==> config.mk <==
export PLATFORM = sky130hd
export DESIGN_NAME = decode_stage
export DESIGN_NICKNAME = d
export VERILOG_FILES = /design/src/rtl/decode_stage_pkg.sv /design/src/rtl/decode_stage_imm_gen.sv /design/src/rtl/decode_stage.sv
export SDC_FILE = /design/constraint.sdc
export NUM_CORES = 1
export LEC_CHECK = 0
export ABC_AREA = 1
export CAP_MARGIN = 0
export CELL_PAD_IN_SITES_DETAIL_PLACEMENT = 0
export CELL_PAD_IN_SITES_GLOBAL_PLACEMENT = 1
export CORE_MARGIN = 5
export CORE_UTILIZATION = 35
export DETAILED_ROUTE_END_ITERATION = 12
export GPL_ROUTABILITY_DRIVEN = 0
export PLACE_DENSITY_LB_ADDON = 0.1
export SETUP_SLACK_MARGIN = 0.05
export SKIP_LAST_GASP = 1
export SLEW_MARGIN = 40
export SYNTH_ARGS = -nofsm -noshare
export SYNTH_HDL_FRONTEND = slang
export SYNTH_SLANG_ARGS = --single-unit
==> constraint.sdc <==
create_clock -name i_clk -period 5.6 [get_ports i_clk]
set_clock_uncertainty 0.2 [all_clocks]
set_input_delay 0.56 -clock i_clk [delete_from_list [all_inputs] [get_ports i_clk]]
set_output_delay 0.56 -clock i_clk [all_outputs]
set_load 0.01 [all_outputs]
==> src/rtl/decode_stage_pkg.sv <==
// Shared RV32I decode types: opcodes, datapath selects and the
// registered bundle carried from decode to execute.
package decode_stage_pkg;

    localparam logic [6:0] OPC_L     = 7'b0000011;
    localparam logic [6:0] OPC_S     = 7'b0100011;
    localparam logic [6:0] OPC_I     = 7'b0010011;
    localparam logic [6:0] OPC_R     = 7'b0110011;
    localparam logic [6:0] OPC_B     = 7'b1100011;
    localparam logic [6:0] OPC_JAL   = 7'b1101111;
    localparam logic [6:0] OPC_JALR  = 7'b1100111;
    localparam logic [6:0] OPC_LUI   = 7'b0110111;
    localparam logic [6:0] OPC_AUIPC = 7'b0010111;

    localparam logic [2:0] F3_SLL = 3'b001;
    localparam logic [2:0] F3_SRL = 3'b101;

    typedef enum logic [1:0] {
        PC_INCR,
        PC_IMM_OFFSET,
        PC_ALU_OUT
    } pc_sel_t;

    typedef enum logic [1:0] {
        REG_WR_ALU,
        REG_WR_MEM,
        REG_WR_PC,
        REG_WR_IMM
    } reg_wr_sel_t;

    typedef enum logic {
        ALU_OPND_REG,
        ALU_OPND_IMM
    } alu_opnd_sel_t;

    typedef enum logic {
        ALU_OPND1_REG,
        ALU_OPND1_PC
    } alu_opnd1_sel_t;

    // Every 4-bit code is named so decoded values never fall outside the enum
    typedef enum logic [3:0] {
        ALU_ADD,
        ALU_SLL,
        ALU_SLT,
        ALU_SLTU,
        ALU_XOR,
        ALU_SRL,
        ALU_OR,
        ALU_AND,
        ALU_SUB,
        ALU_RSV9,
        ALU_BR_LT,
        ALU_BR_LTU,
        ALU_RSV12,
        ALU_SRA,
        ALU_RSV14,
        ALU_RSV15
    } alu_optr_t;

    typedef enum logic [2:0] {
        IMM_I,
        IMM_I_SHIFT,
        IMM_S,
        IMM_B,
        IMM_U,
        IMM_JAL
    } imm_decoder_sel_t;

    typedef struct packed {
        pc_sel_t        pc_sel;
        reg_wr_sel_t    reg_wr_sel;
        alu_opnd_sel_t  alu_opnd_sel;
        alu_opnd1_sel_t alu_opnd1_sel;
        alu_optr_t      alu_optr;
        logic           branch;
        logic [2:0]     br_funct3;
        logic           reg_wr_en;
        logic           mem_wr_en;
        logic           mem_rd_en;
        logic [2:0]     mem_width;
        logic [4:0]     rs1;
        logic [4:0]     rs2;
        logic [4:0]     rd;
        logic           illegal;
    } id_ex_t;

    function automatic logic uses_rs1(input logic [6:0] opc);
        return !(opc == OPC_LUI || opc == OPC_AUIPC || opc == OPC_JAL);
    endfunction

    function automatic logic uses_rs2(input logic [6:0] opc);
        return opc == OPC_R || opc == OPC_S || opc == OPC_B;
    endfunction

endpackage

==> src/rtl/decode_stage_imm_gen.sv <==
// Combinational immediate generator: picks the RV32I immediate
// format and sign-extends it to XLEN.
module decode_stage_imm_gen
    import decode_stage_pkg::*;
#(
    parameter int unsigned XLEN = 32
) (
    input  logic [31:0]      instr,
    input  imm_decoder_sel_t sel,
    output logic [XLEN-1:0]  imm
);

    logic [31:0] imm32;

    always_comb begin
        imm32 = '0;
        unique case (sel)
            IMM_I:       imm32 = {{20{instr[31]}}, instr[31:20]};
            IMM_I_SHIFT: imm32 = {27'd0, instr[24:20]};
            IMM_S:       imm32 = {{20{instr[31]}}, instr[31:25],
                                  instr[11:7]};
            IMM_B:       imm32 = {{20{instr[31]}}, instr[7],
                                  instr[30:25], instr[11:8], 1'b0};
            IMM_U:       imm32 = {instr[31:12], 12'd0};
            IMM_JAL:     imm32 = {{12{instr[31]}}, instr[19:12],
                                  instr[20], instr[30:21], 1'b0};
            default:     imm32 = '0;
        endcase
    end

    assign imm = XLEN'($signed(imm32));

endmodule

==> src/rtl/decode_stage.sv <==
// Registered RV32I decode stage with valid/ready handshakes,
// load-use bubble insertion, flush and a saturating bubble counter.
module decode_stage
    import decode_stage_pkg::*;
#(
    parameter int unsigned XLEN          = 32,
    parameter bit          ENABLE_UPPER  = 1'b1,
    parameter bit          HAZARD_DETECT = 1'b1,
    parameter int unsigned CNT_W         = 16
) (
    input  logic              i_clk,
    input  logic              i_rst_n,
    input  logic              i_instr_valid,
    output logic              o_instr_ready,
    input  logic [31:0]       i_instr,
    input  logic [XLEN-1:0]   i_pc,
    input  logic              i_flush,
    output logic              o_dec_valid,
    input  logic              i_dec_ready,
    output logic [XLEN-1:0]   o_pc,
    output pc_sel_t           o_pc_sel,
    output reg_wr_sel_t       o_reg_wr_sel,
    output alu_opnd_sel_t     o_alu_opnd_sel,
    output alu_opnd1_sel_t    o_alu_opnd1_sel,
    output alu_optr_t         o_alu_optr,
    output logic              o_branch,
    output logic [2:0]        o_br_funct3,
    output logic              o_reg_wr_en,
    output logic              o_mem_wr_en,
    output logic              o_mem_rd_en,
    output logic [2:0]        o_mem_width,
    output logic [4:0]        o_rs1,
    output logic [4:0]        o_rs2,
    output logic [4:0]        o_rd,
    output logic [XLEN-1:0]   o_imm,
    output logic              o_illegal,
    output logic [CNT_W-1:0]  o_bubble_cnt
);

    localparam logic [0:0] ST_EMPTY = 1'b0;
    localparam logic [0:0] ST_FULL  = 1'b1;

    logic [0:0]       state_q;
    id_ex_t           dec_d;
    id_ex_t           dec_q;
    imm_decoder_sel_t imm_sel;
    logic [XLEN-1:0]  imm_d;
    logic [XLEN-1:0]  imm_q;
    logic [XLEN-1:0]  pc_q;
    logic [CNT_W-1:0] cnt_q;

    logic [6:0] opc;
    logic [2:0] funct3;
    logic       funct7_5;
    logic       full;
    logic       rs1_hit;
    logic       rs2_hit;
    logic       hazard;
    logic       accept;
    logic       out_fire;

    assign opc      = i_instr[6:0];
    assign funct3   = i_instr[14:12];
    assign funct7_5 = i_instr[30];

    always_comb begin
        dec_d     = '0;
        imm_sel   = IMM_I;
        dec_d.rs1 = i_instr[19:15];
        dec_d.rs2 = i_instr[24:20];
        dec_d.rd  = i_instr[11:7];
        unique case (1'b1)
            opc == OPC_L: begin
                dec_d.alu_opnd_sel = ALU_OPND_IMM;
                dec_d.reg_wr_sel   = REG_WR_MEM;
                dec_d.reg_wr_en    = 1'b1;
                dec_d.mem_rd_en    = 1'b1;
                dec_d.mem_width    = funct3;
            end
            opc == OPC_S: begin
                dec_d.alu_opnd_sel = ALU_OPND_IMM;
                dec_d.mem_wr_en    = 1'b1;
                dec_d.mem_width    = funct3;
                imm_sel            = IMM_S;
            end
            opc == OPC_I: begin
                dec_d.alu_opnd_sel = ALU_OPND_IMM;
                dec_d.reg_wr_en    = 1'b1;
                dec_d.alu_optr     = alu_optr_t'({
                    (funct3 == F3_SRL) ? funct7_5 : 1'b0, funct3});
                if (funct3 == F3_SLL || funct3 == F3_SRL)
                    imm_sel = IMM_I_SHIFT;
            end
            opc == OPC_R: begin
                dec_d.reg_wr_en = 1'b1;
                dec_d.alu_optr  = alu_optr_t'({funct7_5, funct3});
            end
            opc == OPC_B: begin
                // Execute resolves the condition and gates pc_sel
                dec_d.branch    = 1'b1;
                dec_d.br_funct3 = funct3;
                dec_d.pc_sel    = PC_IMM_OFFSET;
                dec_d.alu_optr  = alu_optr_t'({2'b10, funct3[2:1]});
                imm_sel         = IMM_B;
            end
            opc == OPC_JAL: begin
                dec_d.pc_sel     = PC_IMM_OFFSET;
                dec_d.reg_wr_sel = REG_WR_PC;
                dec_d.reg_wr_en  = 1'b1;
                imm_sel          = IMM_JAL;
            end
            opc == OPC_JALR: begin
                dec_d.pc_sel       = PC_ALU_OUT;
                dec_d.alu_opnd_sel = ALU_OPND_IMM;
                dec_d.reg_wr_sel   = REG_WR_PC;
                dec_d.reg_wr_en    = 1'b1;
            end
            (opc == OPC_LUI) && ENABLE_UPPER: begin
                dec_d.reg_wr_sel = REG_WR_IMM;
                dec_d.reg_wr_en  = 1'b1;
                imm_sel          = IMM_U;
            end
            (opc == OPC_AUIPC) && ENABLE_UPPER: begin
                dec_d.alu_opnd1_sel = ALU_OPND1_PC;
                dec_d.alu_opnd_sel  = ALU_OPND_IMM;
                dec_d.reg_wr_en     = 1'b1;
                imm_sel             = IMM_U;
            end
            default: dec_d.illegal = 1'b1;
        endcase
    end

    decode_stage_imm_gen #(
        .XLEN (XLEN)
    ) u_imm_gen (
        .instr (i_instr),
        .sel   (imm_sel),
        .imm   (imm_d)
    );

    assign full    = (state_q == ST_FULL);
    assign rs1_hit = uses_rs1(opc) && (i_instr[19:15] == dec_q.rd);
    assign rs2_hit = uses_rs2(opc) && (i_instr[24:20] == dec_q.rd);

    assign hazard = HAZARD_DETECT && full && dec_q.mem_rd_en &&
                    (dec_q.rd != 5'd0) && i_instr_valid &&
                    (rs1_hit || rs2_hit);

    assign o_instr_ready = i_flush ||
                           ((!full || i_dec_ready) && !hazard);
    assign accept        = i_instr_valid && o_instr_ready && !i_flush;
    assign out_fire      = full && i_dec_ready;

    always_ff @(posedge i_clk) begin
        if (!i_rst_n) begin
            state_q <= ST_EMPTY;
            dec_q   <= '0;
            imm_q   <= '0;
            pc_q    <= '0;
            cnt_q   <= '0;
        end else begin
            if (i_flush) begin
                state_q <= ST_EMPTY;
            end else if (accept) begin
                state_q <= ST_FULL;
                dec_q   <= dec_d;
                imm_q   <= imm_d;
                pc_q    <= i_pc;
            end else if (out_fire) begin
                state_q <= ST_EMPTY;
            end
            // Load leaving while its consumer waits opens the bubble
            if (!i_flush && out_fire && hazard && cnt_q != '1)
                cnt_q <= cnt_q + CNT_W'(1);
        end
    end

    assign o_dec_valid     = full;
    assign o_pc            = pc_q;
    assign o_pc_sel        = dec_q.pc_sel;
    assign o_reg_wr_sel    = dec_q.reg_wr_sel;
    assign o_alu_opnd_sel  = dec_q.alu_opnd_sel;
    assign o_alu_opnd1_sel = dec_q.alu_opnd1_sel;
    assign o_alu_optr      = dec_q.alu_optr;
    assign o_branch        = dec_q.branch;
    assign o_br_funct3     = dec_q.br_funct3;
    assign o_reg_wr_en     = dec_q.reg_wr_en;
    assign o_mem_wr_en     = dec_q.mem_wr_en;
    assign o_mem_rd_en     = dec_q.mem_rd_en;
    assign o_mem_width     = dec_q.mem_width;
    assign o_rs1           = dec_q.rs1;
    assign o_rs2           = dec_q.rs2;
    assign o_rd            = dec_q.rd;
    assign o_imm           = imm_q;
    assign o_illegal       = dec_q.illegal;
    assign o_bubble_cnt    = cnt_q;

endmodule
# After elaboration in Yosys (flattened, before gate mapping)
# Cells that the tools add are included.
# totals
rom_bits	0
out_inout_bits	118
elab_cells	95
n_memories	0
reg_bits	117
latch_bits	0
ramBits	0
in_bits	69
# op_classes
mul	0
add_sub_neg	1
mux	17
n_lt_le_gt_ge	0
n_reduce_logical	37
n_bitwise	2
n_shift	0
div_mod_pow	0
eq_ne	19
# ops
operator	n
case mux 32 bit (6 select lines)	1
== test 7 x 6 -> 1 bit (second input constant)	3
== test 7 bit (second input constant)	3
adder 16 x 1 -> 16 bit (second input constant)	1
!= test 16 bit (second input constant)	1
case mux 3 bit (5 select lines)	1
== test 7 x 5 -> 1 bit (second input constant)	2
logical AND 1 bit	13
case mux 4 bit (3 select lines)	1
== test 5 bit	2
two-way mux 1 bit	10
OR reduction 2 bit	5
== test 3 bit (second input constant)	3
OR reduction 9 bit	1
logical OR 1 bit	8
== test 7 x 2 -> 1 bit (second input constant)	1
OR reduction 7 bit	1
== test 3 x 1 -> 1 bit (second input constant)	2
== test 3 x 2 -> 1 bit (second input constant)	2
case mux 2 bit (3 select lines)	1
nonzero test 5 bit	1
OR reduction 5 bit	1
logical NOT 1 bit	4
two-way mux 4 bit	1
other kinds (6)	7

# Logic depth before layout (Yosys ltp)
# logic_depth
depth_word	13
ltp_mapped	14

# Cells and area by module
# A second synthesis with hierarchy kept.
# unflattened
hier_cells	830
area_unflattened_um2	5741.8
# by_module_without_submodules
module	instances	area_each_um2	cells_each
decode_stage	1	5358.9	741
decode_stage_imm_gen	1	382.9	89

# Worst setup path before layout
# No wires, ideal clock.
# synth_timing
path_kind	input-to-output
from	in i_instr[1]
to	out o_instr_ready
arrival_time_ns	1.602
path_slack_ns	3.238
stages	11
cell_sequence	nand2_1 > inv_1 > nand3_2 > nand2_4 > inv_2 > nand3_1 > nand2_2 > nand2_4 > buf_2 > nand2_1 > nand2_1
# synth_between
elab_chain_cells	10
# synth_lines
element	line_no	source
start: declaration	decode_stage.sv:15	input logic [31:0] i_instr,
== test 7 x 6 -> 1 bit / == test 7 x 5 -> 1 bit (equally long branches)	decode_stage_pkg.sv:89	return !(opc == OPC_LUI || opc == OPC_AUIPC || opc == OPC_JAL);
logical OR 1 bit (2 in series)	decode_stage_pkg.sv:89	
logical NOT 1 bit	decode_stage_pkg.sv:89	
logical AND 1 bit	decode_stage.sv:142	assign rs1_hit = uses_rs1(opc) && (i_instr[19:15] == dec_q.rd);
logical OR 1 bit *	decode_stage.sv:147	(rs1_hit || rs2_hit);
logical AND 1 bit *	decode_stage.sv:146	(dec_q.rd != 5'd0) && i_instr_valid &&
logical NOT 1 bit *	decode_stage.sv:150	((!full || i_dec_ready) && !hazard);
logical AND 1 bit *	decode_stage.sv:150	
logical OR 1 bit *	decode_stage.sv:149	assign o_instr_ready = i_flush ||
end: declaration	decode_stage.sv:14	output logic o_instr_ready,
# Every way passes the cells marked *; elsewhere a longest branch is shown, timed or not.

# Final worst setup path
# layout_timing
from	in i_instr[5]
to	out o_instr_ready
# The elaborated chain is that of the path after synthesis.

==> results.cfg <==
[outcome]
outcome = completed

[floorplan]
dieHeight_um = 139
fp-row-count = 47
core-area_um2 = 16500
ios = 187
start_util = 0.354
fp.dieW_um = 139
die-area_um2 = 19400

[final_layout]
fill_cells = 1677
final_common_cell = nand2_1
diodes = 0
stdcell_count = 1242
final_net_count = 1079
final_cell_mix = 246 x nand2_1, 186 x clkdlybuf4s50_1, 119 x a21oi_1
syn2layout_area_growth_pct = 44.4
drive_gt1_frac = 0.0577

[route]
wire_per_inst_um = 16.4
drt-initial-drc-count = 444
drtAntennaViolNets = 0
via_per_inst = 4.97
drt-total-wl_mm = 20.4
drc = 0
firstDrtPassIters = 5
vias = 6174

[hold_path]
holdPathStages = 2
hold_path_class = reg2reg

[timing]
grt_setup_unrepaired = false
tns_ns = 0
fin_ws_ns = 1.75
period_share = 0.688
slew_headroom = 0.502
final_max_slew_viol_count = 0
clock.fmax_mhz = 260
finalSetupViolations = 0
finalHoldViolations = 0
worstMarginPinSlew_ns = 0.746
finalCriticalPeriod_ns = 3.85

[placed_design]
dp_cells = 1210
port_buffers = 186
dpl_worst_slack_ns = 1.63
dp.final_hpwl_mm = 14.2

[clocking]
cts_resized = 0
cts.clk_slew.worst_paths_ns = 0.06
clock-sinks = 117
clock_path_buffers = 2
clk_latency_ns = 0.41
post_cts_buffers = 0
cts_hold_buf = 0
cts_inserted_buffers = 17
htreeDepth = 4
cts_root_buf = clkbuf_16
cts_tree = built

[pwr]
ir_worst_vdd_mv = 0.242
p_leak_nw = 3.25
power.density_nw_per_um2 = 279

[global_route]
overflow = 0
grt_max_degree = 96
grt_usage = 0.207
grt_pass1_wl_mm = 32.6
grt_pass1_vias = 6020
antenna_found_initial = 0

[synth]
avgSynthCellArea_um2 = 6.79
synth_nets = 929
synth-seq-area-share = 0.401
synth_cells = 859
syn_area_um2 = 5840
synth_seq_cells = 117
synth.distinct_cells = 28
ys_warn_count = 0

[setup_path]
critPathArrivalTime_ns = 3.09
path_class = in2out
endpoint_kind = primary output
cp-start-kind = input port
crit_fanout = 38
rr_worst_depth = 13
required_ns = 4.84

[run]
cap_viol_max_count = 0
-- registers in the layout, indices dropped and copies added (netlist names), 2 cells and up --
register,count
o_mem_width,3
o_imm,32
o_br_funct3,3
o_rs2,5
o_rd,5
o_rs1,5
o_reg_wr_sel,2
o_pc,32
o_pc_sel,2
o_alu_optr,4
o_bubble_cnt,16
-- synthesized netlist by cell type --
cell / n / share of area
nand2_1: 247 / 0.16
a21oi_1: 119 / 0.10
dfxtp_1: 117 / 0.40
nand4_1: 98 / 0.11
nor2_1: 73 / 0.047
inv_1: 54 / 0.035
clkbuf_1: 39 / 0.025
o21ai_0: 21 / 0.018
nand3_1: 20 / 0.017
xor2_1: 14 / 0.021
buf_2: 12 / 0.010
buf_4: 11 / 0.014
nor3_1: 6 / 0.0051
xnor2_1: 5 / 0.0075
inv_2: 4 / 0.0026
nand2_2: 2 / 0.0021
nand2_4: 2 / 0.0039
nand3_2: 2 / 0.0034
nand3b_1: 2 / 0.0026
nor2_2: 2 / 0.0021
nor4_1: 2 / 0.0021
buf_6: 1 / 0.0019
ha_1: 1 / 0.0021
nand3_4: 1 / 0.0030
nand4_2: 1 / 0.0021
nor2_4: 1 / 0.0019
nor3_2: 1 / 0.0017
o22ai_1: 1 / 0.0011
-- cell families after synthesis --
group / count (synthesis) / share of synthesized area
and+or+nand+nor: 460 / 0.358
AOI/OAI and AO/OA: 141 / 0.121
buffers and inverters: 121 / 0.0887
DFF: 117 / 0.401
xor gates and xnor gates: 19 / 0.0285
adders and majority gates: 1 / 0.00214
-- where the power goes --
group	internal (mW)	switching (mW)	total, mW
combinational	0.137	0.143	0.280
clock	0.780	0.412	1.19
sequential	0.864	0.0181	0.882
-- routing by layer --
metal	GRT usage	routed length, µm
met1	0.272	9520
met2	0.332	9280
met3	0.0586	1310
met4	0.0618	272
met5	0	0
-- metrics by stage --
step                power [mW]  area [µm²]   util  hold WS, ns
global placement          1.18        7730  0.470        0.248
floorplan                 1.02        5840      -        0.283
global route              2.45        8430  0.512        0.278
CTS                       2.38        8430  0.512        0.263
detailed placement        1.18        7780  0.473        0.253
finish                    2.35        8430  0.512        0.259
-- final timing paths --
path,from,endpoint,slack (ns)
worst max register to register,o_rd[0]$_SDFFE_PN0P_,o_rd[3]$_SDFFE_PN0P_,2.72
worst max-delay path,i_instr[5],o_instr_ready,1.75
worst min register to register,o_pc[10]$_SDFFE_PN0P_,o_pc[10]$_SDFFE_PN0P_,0.26
worst min-delay path,o_pc[10]$_SDFFE_PN0P_,o_pc[10]$_SDFFE_PN0P_,0.26
-- critical path: stages --
cell and delay (ns):
clkdlybuf4s50_1 0.59, nand3_2 0.15, inv_2 0.10, nand2_2 0.19, nand2_4 0.20, inv_2 0.04
nand3_1 0.09, nand2_2 0.09, nand2_4 0.30, nand2_1 0.11, nand2_1 0.09, clkdlybuf4s50_1 0.56
-- layout make-up --
type / instances / area (µm²) / area share
repair buffers: 194 / 1950 / 0.232
clock inverters: 12 / 175 / 0.0208
clock buffers: 20 / 467 / 0.0554
multi-input cells: 621 / 2990 / 0.355
flip-flops and latches: 117 / 2340 / 0.278
inverters: 58 / 219 / 0.0260
well taps: 220 / 275 / 0.0327
(Power assumes the default switching activity.)
